`config.mk`:
```
export PLATFORM = sky130hd
export DESIGN_NAME = div_req_seq
export DESIGN_NICKNAME = d
export VERILOG_FILES = /design/src/rtl/div_pkg.sv /design/src/rtl/div_req_watchdog.sv /design/src/rtl/div_req_seq.sv
export SDC_FILE = /design/constraint.sdc
export NUM_CORES = 1
export LEC_CHECK = 0
export ABC_AREA = 0
export CAP_MARGIN = 20
export CORE_ASPECT_RATIO = 1.75
export CORE_MARGIN = 2
export CORE_UTILIZATION = 42
export DETAILED_ROUTE_END_ITERATION = 10
export PLACE_DENSITY = 0.85
export SLEW_MARGIN = 20
export SYNTH_ARGS = -nofsm -noshare
export SYNTH_HDL_FRONTEND = slang
export SYNTH_HIERARCHICAL = 1
export SYNTH_SLANG_ARGS = --single-unit
```
`constraint.sdc`:
```
create_clock -name clk -period 2.8 [get_ports clk]
set_input_delay 0.42 -clock clk [delete_from_list [all_inputs] [get_ports clk]]
set_output_delay 0.42 -clock clk [all_outputs]
set_load 0.02 [all_outputs]
```
`src/rtl/div_pkg.sv`:
```
`default_nettype none
// ============================================================================
//  Module   : div_pkg
//  Purpose  : Shared definitions for the divider request front-end:
//             FSM state encodings and out_err result codes.
//  Ports    : none (package)
//  Revision : 1.0  initial release
// ============================================================================
package div_pkg;

    typedef enum logic [2:0] {
        IDLE      = 3'd0,
        WAIT_IDLE = 3'd1,
        LAUNCH    = 3'd2,
        BUSY      = 3'd3,
        RESULT    = 3'd4
    } state_t;

    localparam logic [1:0] ERR_NONE    = 2'b00;
    localparam logic [1:0] ERR_TIMEOUT = 2'b01;
    localparam logic [1:0] ERR_DIV0    = 2'b10;

endpackage
`default_nettype wire

```
`src/rtl/div_req_watchdog.sv`:
```
`default_nettype none
// ============================================================================
//  Module   : div_req_watchdog
//  Purpose  : Cycle counter bounding how long the front-end waits for the
//             divider's DONE. Cleared while launching, counts while busy and
//             flags expiry on the TIMEOUT-th busy cycle.
//  Ports    : clk     - system clock, rising edge
//             rst     - asynchronous reset, active-low
//             clear   - zero the counter
//             enable  - advance the counter by one this cycle
//             expire  - counter has reached TIMEOUT-1 while enabled
//  Revision : 1.0  initial release
// ============================================================================
module div_req_watchdog #(
    parameter int TIMEOUT = 64
) (
    input  logic clk,
    input  logic rst,
    input  logic clear,
    input  logic enable,
    output logic expire
);

    localparam int CNT_W = $clog2(TIMEOUT) + 1;

    logic [CNT_W-1:0] r_count;

    always_ff @(posedge clk or negedge rst) begin
        if (!rst) begin
            r_count <= '0;
        end else if (clear) begin
            r_count <= '0;
        end else if (enable) begin
            r_count <= r_count + CNT_W'(1);
        end
    end

    assign expire = enable && (r_count == CNT_W'(TIMEOUT - 1));

endmodule
`default_nettype wire

```
`src/rtl/div_req_seq.sv`:
```
`default_nettype none
// ============================================================================
//  Module   : div_req_seq
//  Purpose  : Request front-end for a restoring divider. Accepts an operand
//             pair, holds it on the divider operand bus, fires one init
//             pulse once the divider is idle, captures quotient/remainder on
//             the DONE rising edge and presents them on a valid/ready output.
//             A watchdog turns a missing DONE into a timeout error result.
//  Config   : DIV_ZERO_BYPASS_EN - when defined, a zero divisor skips the
//             divider and returns quot=all-ones, rem=dividend, err=2'b10.
//  Ports    : clk, rst (async, active-low)
//             in_valid/in_ready/in_a/in_b      - operand input handshake
//             div_idle/div_done/div_quot/div_rem - divider status/results
//             div_init/div_a/div_b             - divider launch and operands
//             out_valid/out_ready/out_quot/out_rem/out_err - result handshake
//  Revision : 1.0  initial release
// ============================================================================
module div_req_seq
    import div_pkg::*;
#(
    parameter int WIDTH   = 16,
    parameter int TIMEOUT = 64
) (
    input  logic             clk,
    input  logic             rst,
    input  logic             in_valid,
    output logic             in_ready,
    input  logic [WIDTH-1:0] in_a,
    input  logic [WIDTH-1:0] in_b,
    input  logic             div_idle,
    input  logic             div_done,
    input  logic [WIDTH-1:0] div_quot,
    input  logic [WIDTH-1:0] div_rem,
    output logic             div_init,
    output logic [WIDTH-1:0] div_a,
    output logic [WIDTH-1:0] div_b,
    output logic             out_valid,
    input  logic             out_ready,
    output logic [WIDTH-1:0] out_quot,
    output logic [WIDTH-1:0] out_rem,
    output logic [1:0]       out_err
);

    state_t r_state;
    state_t w_next_state;
    logic   r_done_q;
    logic   w_done_rise;
    logic   w_expire;
    logic   w_accept;
    logic   w_bypass;

    assign in_ready = (r_state == IDLE);
    assign w_accept = in_valid && in_ready;

    // A DONE already high when BUSY is entered shows up in r_done_q, so only
    // a genuine low-to-high transition during BUSY counts as completion.
    assign w_done_rise = div_done && !r_done_q;

`ifdef DIV_ZERO_BYPASS_EN
    assign w_bypass = w_accept && (in_b == '0);
`else
    assign w_bypass = 1'b0;
`endif

    div_req_watchdog #(
        .TIMEOUT (TIMEOUT)
    ) u_watchdog (
        .clk    (clk),
        .rst    (rst),
        .clear  (r_state == LAUNCH),
        .enable (r_state == BUSY),
        .expire (w_expire)
    );

    // ------------------------------------------------------------------
    // State register
    // ------------------------------------------------------------------
    always_ff @(posedge clk or negedge rst) begin
        if (!rst) begin
            r_state <= IDLE;
        end else begin
            r_state <= w_next_state;
        end
    end

    // ------------------------------------------------------------------
    // Next-state logic
    // ------------------------------------------------------------------
    always_comb begin
        w_next_state = r_state;
        case (r_state)
            IDLE: begin
                if (w_accept) begin
                    w_next_state = w_bypass ? RESULT : WAIT_IDLE;
                end
            end
            // Waiting for DONE to drop as well as idle to rise keeps a
            // previous job's lingering DONE from being mistaken for ours.
            WAIT_IDLE: begin
                if (div_idle && !div_done) begin
                    w_next_state = LAUNCH;
                end
            end
            LAUNCH: begin
                w_next_state = BUSY;
            end
            BUSY: begin
                if (w_done_rise || w_expire) begin
                    w_next_state = RESULT;
                end
            end
            RESULT: begin
                if (out_ready) begin
                    w_next_state = IDLE;
                end
            end
            default: begin
                w_next_state = IDLE;
            end
        endcase
    end

    // ------------------------------------------------------------------
    // Registered outputs, operand and result registers, DONE history
    // ------------------------------------------------------------------
    always_ff @(posedge clk or negedge rst) begin
        if (!rst) begin
            r_done_q  <= 1'b0;
            div_init  <= 1'b0;
            out_valid <= 1'b0;
            div_a     <= '0;
            div_b     <= '0;
            out_quot  <= '0;
            out_rem   <= '0;
            out_err   <= ERR_NONE;
        end else begin
            r_done_q  <= div_done;
            div_init  <= (w_next_state == LAUNCH);
            out_valid <= (w_next_state == RESULT);

            if (w_accept) begin
                div_a <= in_a;
                div_b <= in_b;
            end

            // DONE edge takes priority over a simultaneous watchdog expiry.
            if (r_state == BUSY) begin
                if (w_done_rise) begin
                    out_quot <= div_quot;
                    out_rem  <= div_rem;
                    out_err  <= ERR_NONE;
                end else if (w_expire) begin
                    out_quot <= '0;
                    out_rem  <= '0;
                    out_err  <= ERR_TIMEOUT;
                end
            end

`ifdef DIV_ZERO_BYPASS_EN
            if (w_bypass) begin
                out_quot <= '1;
                out_rem  <= in_a;
                out_err  <= ERR_DIV0;
            end
`endif
        end
    end

endmodule
`default_nettype wire

```
==> results.toml, run 1 <==
[sta]
setup_viol = 0
rsz0062_at_grt = "no"
period_share_pct = 81.50
clock_skew_ps = 5.424
tns_ps = 0
hold_viol = 0
finalMaxSlewViolations = 0
fmax_mhz = 438.2
slew_headroom_pct = 36.48
fin_crit_ps = 2282
worstMarginPinSlew_ps = 952.8

[synth]
synth_compound_area_share_pct = 10.98
synthAdderAreaFrac_pct = 0.3965
yosys.area_share.simple_pct = 5.234
synth_top_cell_by_area = "dfrtp_1"
synth_seq_area_share_pct = 61.86
avgSynthCellArea_um2 = 15.70
synthFlopType = "dfrtp_1"
synth_edf_count = 0
ys_types = 35
synthXorXnorAreaFrac_pct = 1.110
synth_top_family_by_area = "multiplexers"
syn-num-nets = 272
muxShareOfSynthArea_pct = 15.31
synth_area_leaders = "dfrtp_1 62%, mux2_4 14%, a22o_1 8.9%"
ys_ff_latch = 78
synthArstFlopShare_pct = 100.0
netlist.area_leader.share_pct = 61.86
yosysWarnings = 6
syn-cell-area_um2 = 3156
postSynthCellCount = 201

[cts]
cts.sinks = 78
path_clk_slew_ps = 60
ctsHoldBuffers = 0
clk_latency_ps = 330
htree_num_levels = 3
cts_tree = "built"
clockRootBuffer = "clkbuf_16"
cts_buffers = 9
postCtsResizedCells = 0
postCtsSetupRepairBufs = 0
ctsLongestPathBuffers = 2

[hold_path]
worstHoldPathType = "primary input to asynchronous set/reset pin"

[final_layout]
post-route-util_pct = 66.30
final_cells = 428
layout-drive-gt1-share_pct = 16.67
n_antenna_cell = 0
nets = 408
syn_to_final_growth_pct = 51.98

[routing]
antenna_violating_nets_post_route = 0
via_per_inst = 5.093
drc = 0
via_count = 2180
drt-initial-drc-count = 117
drt_first_pass_iters = 6
wl_per_cell_um = 17.43
drt_wl_total_um = 7459

[power]
peakVddDrop_v = 0.0005176
power_density_nw_per_um2 = 1200
p_leak_nw = 2.089

[floorplan]
die_h_um = 118.7
ios = 139
die-area_um2 = 8250
die_w_um = 69.52
core_area_um2 = 7233
start_util_pct = 43.63
row_count = 41

[setup_path]
cp-start-kind = "flop"
worstPathMaxFanout = 28
crit_path_end_kind = "flop"
worstPathRequired_ps = 3020
critical_path_arrival_ps = 2500
crit_type = "flop to flop"
rr_worst_depth = 7

[global_route]
grt_usage_pct = 18.69
grt-ovfl-total = 0
grt_max_degree = 79
grt_pass1_wl_um = 12060
antenna_found_initial = 0
grt_pass1_vias = 2320

[placement]
port_buffers = 137
gp_congestion = 0.7841
dp_cells = 412
hpwl_um = 5384

[flow_run]
drv_cap = 0

[status]
status = "completed"
[path summary, 6_finish.rpt]
check / start / endpoint / slack, ps
max: r_state[2] / out_rem[0] / 520
min: rst / div_a[1] / 220
max reg2reg: r_state[2] / out_rem[0] / 520
min reg2reg: out_rem[13] / out_rem[13] / 500
max in group asynchronous: rst / out_rem[4] / 1950
min in group clk: out_rem[13] / out_rem[13] / 500
[Yosys cell counts, drive strengths merged, types with 2 or more instances]
| library cell | n |
|---|---|
| dfrtp | 78 |
| a22o | 32 |
| mux2 | 32 |
| buf | 13 |
| a21oi | 6 |
| nor2 | 5 |
| nor3 | 4 |
| o21ai | 3 |
| xor2 | 3 |
| and2 | 2 |
| inv | 2 |
| nand2 | 2 |
| nand3 | 2 |
| nand4 | 2 |
| or3 | 2 |
[placed cells by master, fill, tap and decap left out, types with 2 or more instances in the layout]
cell type,Yosys,routed
clkdlybuf4s50_1,0,136
and2_4,2,2
mux2_2,2,2
dfrtp_1,78,78
nand2_1,2,2
mux2_4,30,30
buf_4,1,2
inv_1,2,2
nor2_1,5,5
nand3_1,2,2
inv_6,0,2
xor2_1,3,3
nor3_1,3,3
or3_1,2,2
clkbuf_16,0,9
a22o_1,32,32
a21oi_1,6,6
o21ai_1,2,2
clkinvlp_4,0,3
[cell families after synthesis]
logic type	count (synthesis)
flip-flops	78
AO/OA/AOI/OAI	43
multiplexers	33
AND/OR/NAND/NOR	26
buffers and inverters	15
XOR/XNOR	4
adder cells (fa/ha/maj)	1
other	1
[worst max-delay path: stages, from the launching register on]
cell and delay, ps:
dfrtp_1 460, and3b_4 410, nand3_1 120, or3_1 400, inv_1 110, o21ai_2 140
buf_4 270, a22o_1 270
[metal layers]
| metal | track usage (%) | routed length, um | part of all wire (%) |
|---|---|---|---|
| met5 | 0 | 0 | 0 |
| met4 | 10.17 | 255 | 3.4 |
| met3 | 5.030 | 437 | 5.9 |
| met2 | 31.01 | 3853 | 52 |
| met1 | 21.69 | 2912 | 39 |
[flip-flops by register name, summed over array words and instances (netlist names)]
name / count
div_a: 16
div_b: 16
out_quot: 16
out_rem: 16
u_watchdog/r_count: 7
r_state: 3
div_init: 1
out_err: 1
out_valid: 1
r_done_q: 1
[power by group]
part	leakage [nW]	switching (mW)	internal [mW]
clock network	0.141	0.474	0.702
logic	0.985	1.15	1.47
registers	0.962	0.324	1.63
total	2.09	1.95	3.81
[final cells by class]
cell class | count | area [um2]
Multi-Input combinational cell | 108 | 1046
Timing Repair Buffer | 138 | 1376
Clock buffer | 9 | 225.2
Clock inverter | 7 | 81.33
Sequential cell | 78 | 1952
Inverter | 2 | 7.507
Tap cell | 86 | 107.6
Fill cell | 504 | 2437
[through the flow]
stage                     hold slack (ps)  power, mW  setup WS, ps  area [um2]
after floorplan                     124.4      3.434         788.6        3156
after global placement              486.8      4.540         665.3        4489
after detailed placement            491.8      4.610         546.6        4489
after CTS                           266.6      5.814         520.0        4796
after global routing                332.4      6.023         425.6        4796
final                               223.2      5.757         518.0        4796
Power figures use the tool's default switching activity.
==> run 2, diff against run 1 <==
- clock period: 2.8 -> 2.32 ns (I/O delays scaled with it)
==> run 2 against run 1 <==
Count of clock-buffer cells in the layout stayed put. Maximum frequency rose by 8.1%. Setup slack got worse by 310 ps. Sequential share of layout area shrank 0.84 points. Global-route usage grew 0.76 points. Critical path type unchanged. Sequential power up 21%. Clock power is 39% higher. Highest routed layer unchanged. Largest cell class unchanged. Via count grew 1.1%. Combinational power grew 23%. Flip-flop and latch count unchanged. Wire length rose by 2.7%. Largest power group unchanged.
==> results.toml, run 2 (synthesis gave the netlist of run 1 again) <==
[final_layout]
post-route-util_pct = 67.70
syn_to_final_growth_pct = 55.19
nFillCells = 507
final_cells = 432
final_common_cell = "clkdlybuf4s50_1"
seqCellArea_um2 = 1952
n_antenna_cell = 0
most-common-layout-cells = "136 x clkdlybuf4s50_1, 78 x dfrtp_1, 32 x a22o_1"
layout-drive-gt1-share_pct = 17.63
multi_input_area_um2 = 1046
nets = 412
stdcell_area_um2 = 4897

[floorplan]
row_count = 41
die_w_um = 69.52
start_util_pct = 43.63
ios = 139
core_area_um2 = 7233
die_h_um = 118.7
die-area_um2 = 8250

[cts]
clockRootBuffer = "clkbuf_16"
cts_buffers = 9
postCtsSetupRepairBufs = 0
postCtsResizedCells = 0
cts.sinks = 78
ctsHoldBuffers = 0
cts_tree = "built"
clk_latency_ps = 330
path_clk_slew_ps = 60
ctsLongestPathBuffers = 2
htree_num_levels = 3

[sta]
fin_crit_ps = 2112
fmax_mhz = 473.5
finalMaxSlewViolations = 0
slew_headroom_pct = 46.66
tns_ps = 0
hold-worst-slack_ps = 19.34
worstMarginPinSlew_ps = 798.4
setup_viol = 0
hold_viol = 0
rsz0062_at_grt = "no"
clock_skew_ps = 7.734
period_share_pct = 91.02
finalWorstSetupSlack_ps = 208.3

[routing]
via_per_inst = 5.100
drc = 0
drt_wl_total_um = 7657
antenna_violating_nets_post_route = 0
drt-initial-drc-count = 145
via_count = 2203
drt_first_pass_iters = 4
wl_per_cell_um = 17.72

[setup_path]
worstPathRequired_ps = 2530
critical_path_arrival_ps = 2330
crit_type = "flop to flop"
crit_path_end_kind = "flop"
r2r_start = "r_state[1]"
slowest_delay_ps = 480
worstPathMaxFanout = 34
r2r-end = "out_rem[8]"
path_cells = "and3b_4 > nand3_1 > or3_1 > inv_1 > o21ai_2 > buf_4 > a22o_1"
rrSetupSlack_ps = 210
crit_slowest_cell = "dfrtp_1"
rr_worst_depth = 7
cp-start-kind = "flop"

[hold_path]
worstHoldPathType = "primary input to asynchronous set/reset pin"

[power]
power_density_nw_per_um2 = 1477
peakVddDrop_v = 0.0007628
p_leak_nw = 2.149
power_mw = 7.235

[placement]
dp_cells = 416
pre_cts_slack_ps = 224.5
hpwl_um = 5512
port_buffers = 137
gp_congestion = 0.7560
placed_area_um2 = 4544

[status]
status = "completed"

[global_route]
grt_usage_pct = 19.45
grt_pass1_vias = 2388
grt_max_degree = 47
grt_pass1_wl_um = 12550
antenna_found_initial = 0
grt-ovfl-total = 0

[flow_run]
drv_cap = 0
run 2: worst max-delay path, delay by kind of cell, from the launching register on:
family | cells | cell delay (ps)
AO/OA/AOI/OAI | 2 | 360
buffers and inverters | 2 | 350
flip-flops | 1 | 480
AND/OR/NAND/NOR | 3 | 800
run 2: how the worst max path moves through the flow:
stage,from,end
after floorplan,r_state[2],out_quot[10]
after global routing,r_state[1],out_rem[8]
after global placement,r_state[0],out_quot[0]
final,r_state[1],out_rem[8]
after CTS,r_state[1],out_rem[8]
after detailed placement,r_state[1],out_rem[13]
run 2: final cells by class:
cell class | count | share of cell area (%)
multi-input combinational | 108 | 21.36
sequential | 78 | 39.86
tap | 86 | 2.197
inverter | 2 | 0.1533
timing repair buffer | 142 | 29.23
clock buffer | 9 | 4.599
clock inverter | 7 | 2.606
run 2: routing by layer:
metal / track usage [%] / share of wire (%) / wire (um)
met5: 0 / 0 / 0
met4: 8.088 / 2.6 / 196
met3: 5.115 / 5.2 / 395
met2: 32.87 / 54 / 4127
met1: 23.24 / 38 / 2938
run 2: power by group:
part           internal [mW]  switching [mW]
clock network           1.07           0.573
registers               1.97           0.395
logic                   1.81            1.42
==> run 3, diff against run 2 <==
- CORE_UTILIZATION: 42 -> 45
- DONT_BUFFER_PORTS: not set -> 1
- GPL_TIMING_DRIVEN: not set -> 0
- PLACE_DENSITY: 0.85 -> 0.65
==> run 3 against run 2 <==
Setup slack worse by 64 ps. First-iteration DRC count is 58% lower. Register-to-register slack worse by 60 ps. Total power is 21% lower. Sequential power increased by 34%. Final area fell by 27%. Sequential share of layout area grew 15 points. Global-route usage shrank 2.9 points. Largest cell class unchanged.
==> results.toml, run 3 (synthesis gave the netlist of run 1 again) <==
[sta]
worstMarginPinSlew_ps = 772.1
setup_viol = 0
slew_headroom_pct = 48.41
hold-worst-slack_ps = 49.71
tns_ps = 0
fmax_mhz = 459.7
clock_skew_ps = 4.453
rsz0062_at_grt = "no"
period_share_pct = 93.76
hold_viol = 0
fin_crit_ps = 2175
finalMaxSlewViolations = 0

[global_route]
grt_max_degree = 79
antenna_found_initial = 0
top_usage_layer = "met2"
grt_pass1_vias = 1792
gr-usage-met3_pct = 5.186
grt_pass1_wl_um = 9259
grt_usage_pct = 16.60
grtUsageMet2_pct = 26.47
grtUsageMet1_pct = 19.26
grt-ovfl-total = 0

[floorplan]
die_h_um = 114.8
core_area_um2 = 6807
start_util_pct = 46.36
ios = 139
die-area_um2 = 7724
row_count = 40
die_w_um = 67.30

[cts]
cts.sinks = 78
ctsLongestPathBuffers = 2
clk_latency_ps = 320
path_clk_slew_ps = 50
htree_num_levels = 3
cts_tree = "built"
clockRootBuffer = "clkbuf_16"
cts_buffers = 9

[routing]
via_per_inst = 5.555
drt-initial-drc-count = 61
antenna_violating_nets_post_route = 0
wl_per_cell_um = 20.49
drc = 0
via_count = 1672
drt_first_pass_iters = 4
drt_wl_total_um = 6166

[setup_path]
critical_path_arrival_ps = 2390
cp-start-kind = "flop"
crit_type = "flop to flop"
rrSetupSlack_ps = 140
worstPathRequired_ps = 2530
worstPathMaxFanout = 10
crit_path_end_kind = "flop"

[final_layout]
final_common_cell = "dfrtp_1"
most-common-layout-cells = "77 x dfrtp_1, 32 x a22o_1, 30 x mux2_4"
n_antenna_cell = 0
multi_input_area_um2 = 1054
nFillCells = 596
nets = 285
syn_to_final_growth_pct = 13.76
layout-drive-gt1-share_pct = 31.34
seqCellArea_um2 = 1953

[placement]
port_buffers = 0
gp_congestion = 0.6766
hpwl_um = 4285

[flow_run]
drv_cap = 0

[power]
power_density_nw_per_um2 = 1597
peakVddDrop_v = 0.0007078
p_leak_nw = 1.647

[status]
status = "completed"

[hold_path]
worstHoldPathType = "primary input to flop"
[run 3: changes by cell type in the layout (fill, tap and decap cells not counted), moves of 2 or more]
cell             before  now
buf_6                 0    6
bufinv_16             3    0
clkbuf_8              0    3
clkdlybuf4s50_1     136    0
inv_6                 2    0
[run 3: stage by stage]
stage	cell area (um2)	power (mW)	util (%)	instances	setup slack, ps
detailed placement	3261	4.438	47.90	285	80.02
CTS	3573	5.793	52.50	301	68.94
floorplan	3156	4.145	-	201	308.6
finish	3590	5.734	52.74	301	144.8
global route	3590	6.046	52.74	301	33.80
global placement	3261	4.388	47.90	285	99.75
[run 3: layout make-up]
cell class | count | area share, %
Timing Repair Buffer | 2 | 1.046
Clock buffer | 13 | 7.529
Buffer | 13 | 4.392
Inverter | 2 | 0.2091
Sequential cell | 78 | 54.41
Tap cell | 84 | 2.928
Clock inverter | 1 | 0.1394
Multi-Input combinational cell | 108 | 29.35
[run 3: worst paths after layout]
| check | cells after the start | end | startpoint |
|---|---|---|---|
| min in group asynchronous | 2 | u_watchdog/r_count[3] | rst |
| hold / removal | 0 | r_done_q | div_done |
| setup reg to reg | 8 | out_quot[1] | r_state[2] |
| max in group asynchronous | 2 | r_state[2] | rst |
| setup / recovery | 8 | out_quot[1] | r_state[2] |
| hold reg to reg | 1 | r_state[0] | r_state[2] |
[run 3: where the power goes]
part           leakage, nW  total [mW]  switching [mW]  internal [mW]
registers            0.961        3.17            1.19           1.97
clock network        0.138        1.28           0.481          0.797
logic                0.548        1.29           0.437          0.853
total                 1.65        5.73            2.11           3.62
[run 3: worst max-delay path, stage by stage (launching register included)]
cell and delay, ps:
dfrtp_2 450, and3b_4 350, buf_6 130, nand3_1 90, or3_1 390, inv_2 100, o21ai_4 100, buf_4 200
a22o_1 240
[run 3: what timing repair did]
item                       CTS  global route
resized for setup            0             9
setup endpoints to repair    0            27
hold buffers                 2             0
hold endpoints to repair    78             0
setup buffers                0             0
[run 3: per-layer routing]
metal / wire length [um] / part of all wire (%)
met5: 0 / 0
met4: 126 / 2.0
met3: 473 / 7.7
met2: 3263 / 53
met1: 2302 / 37
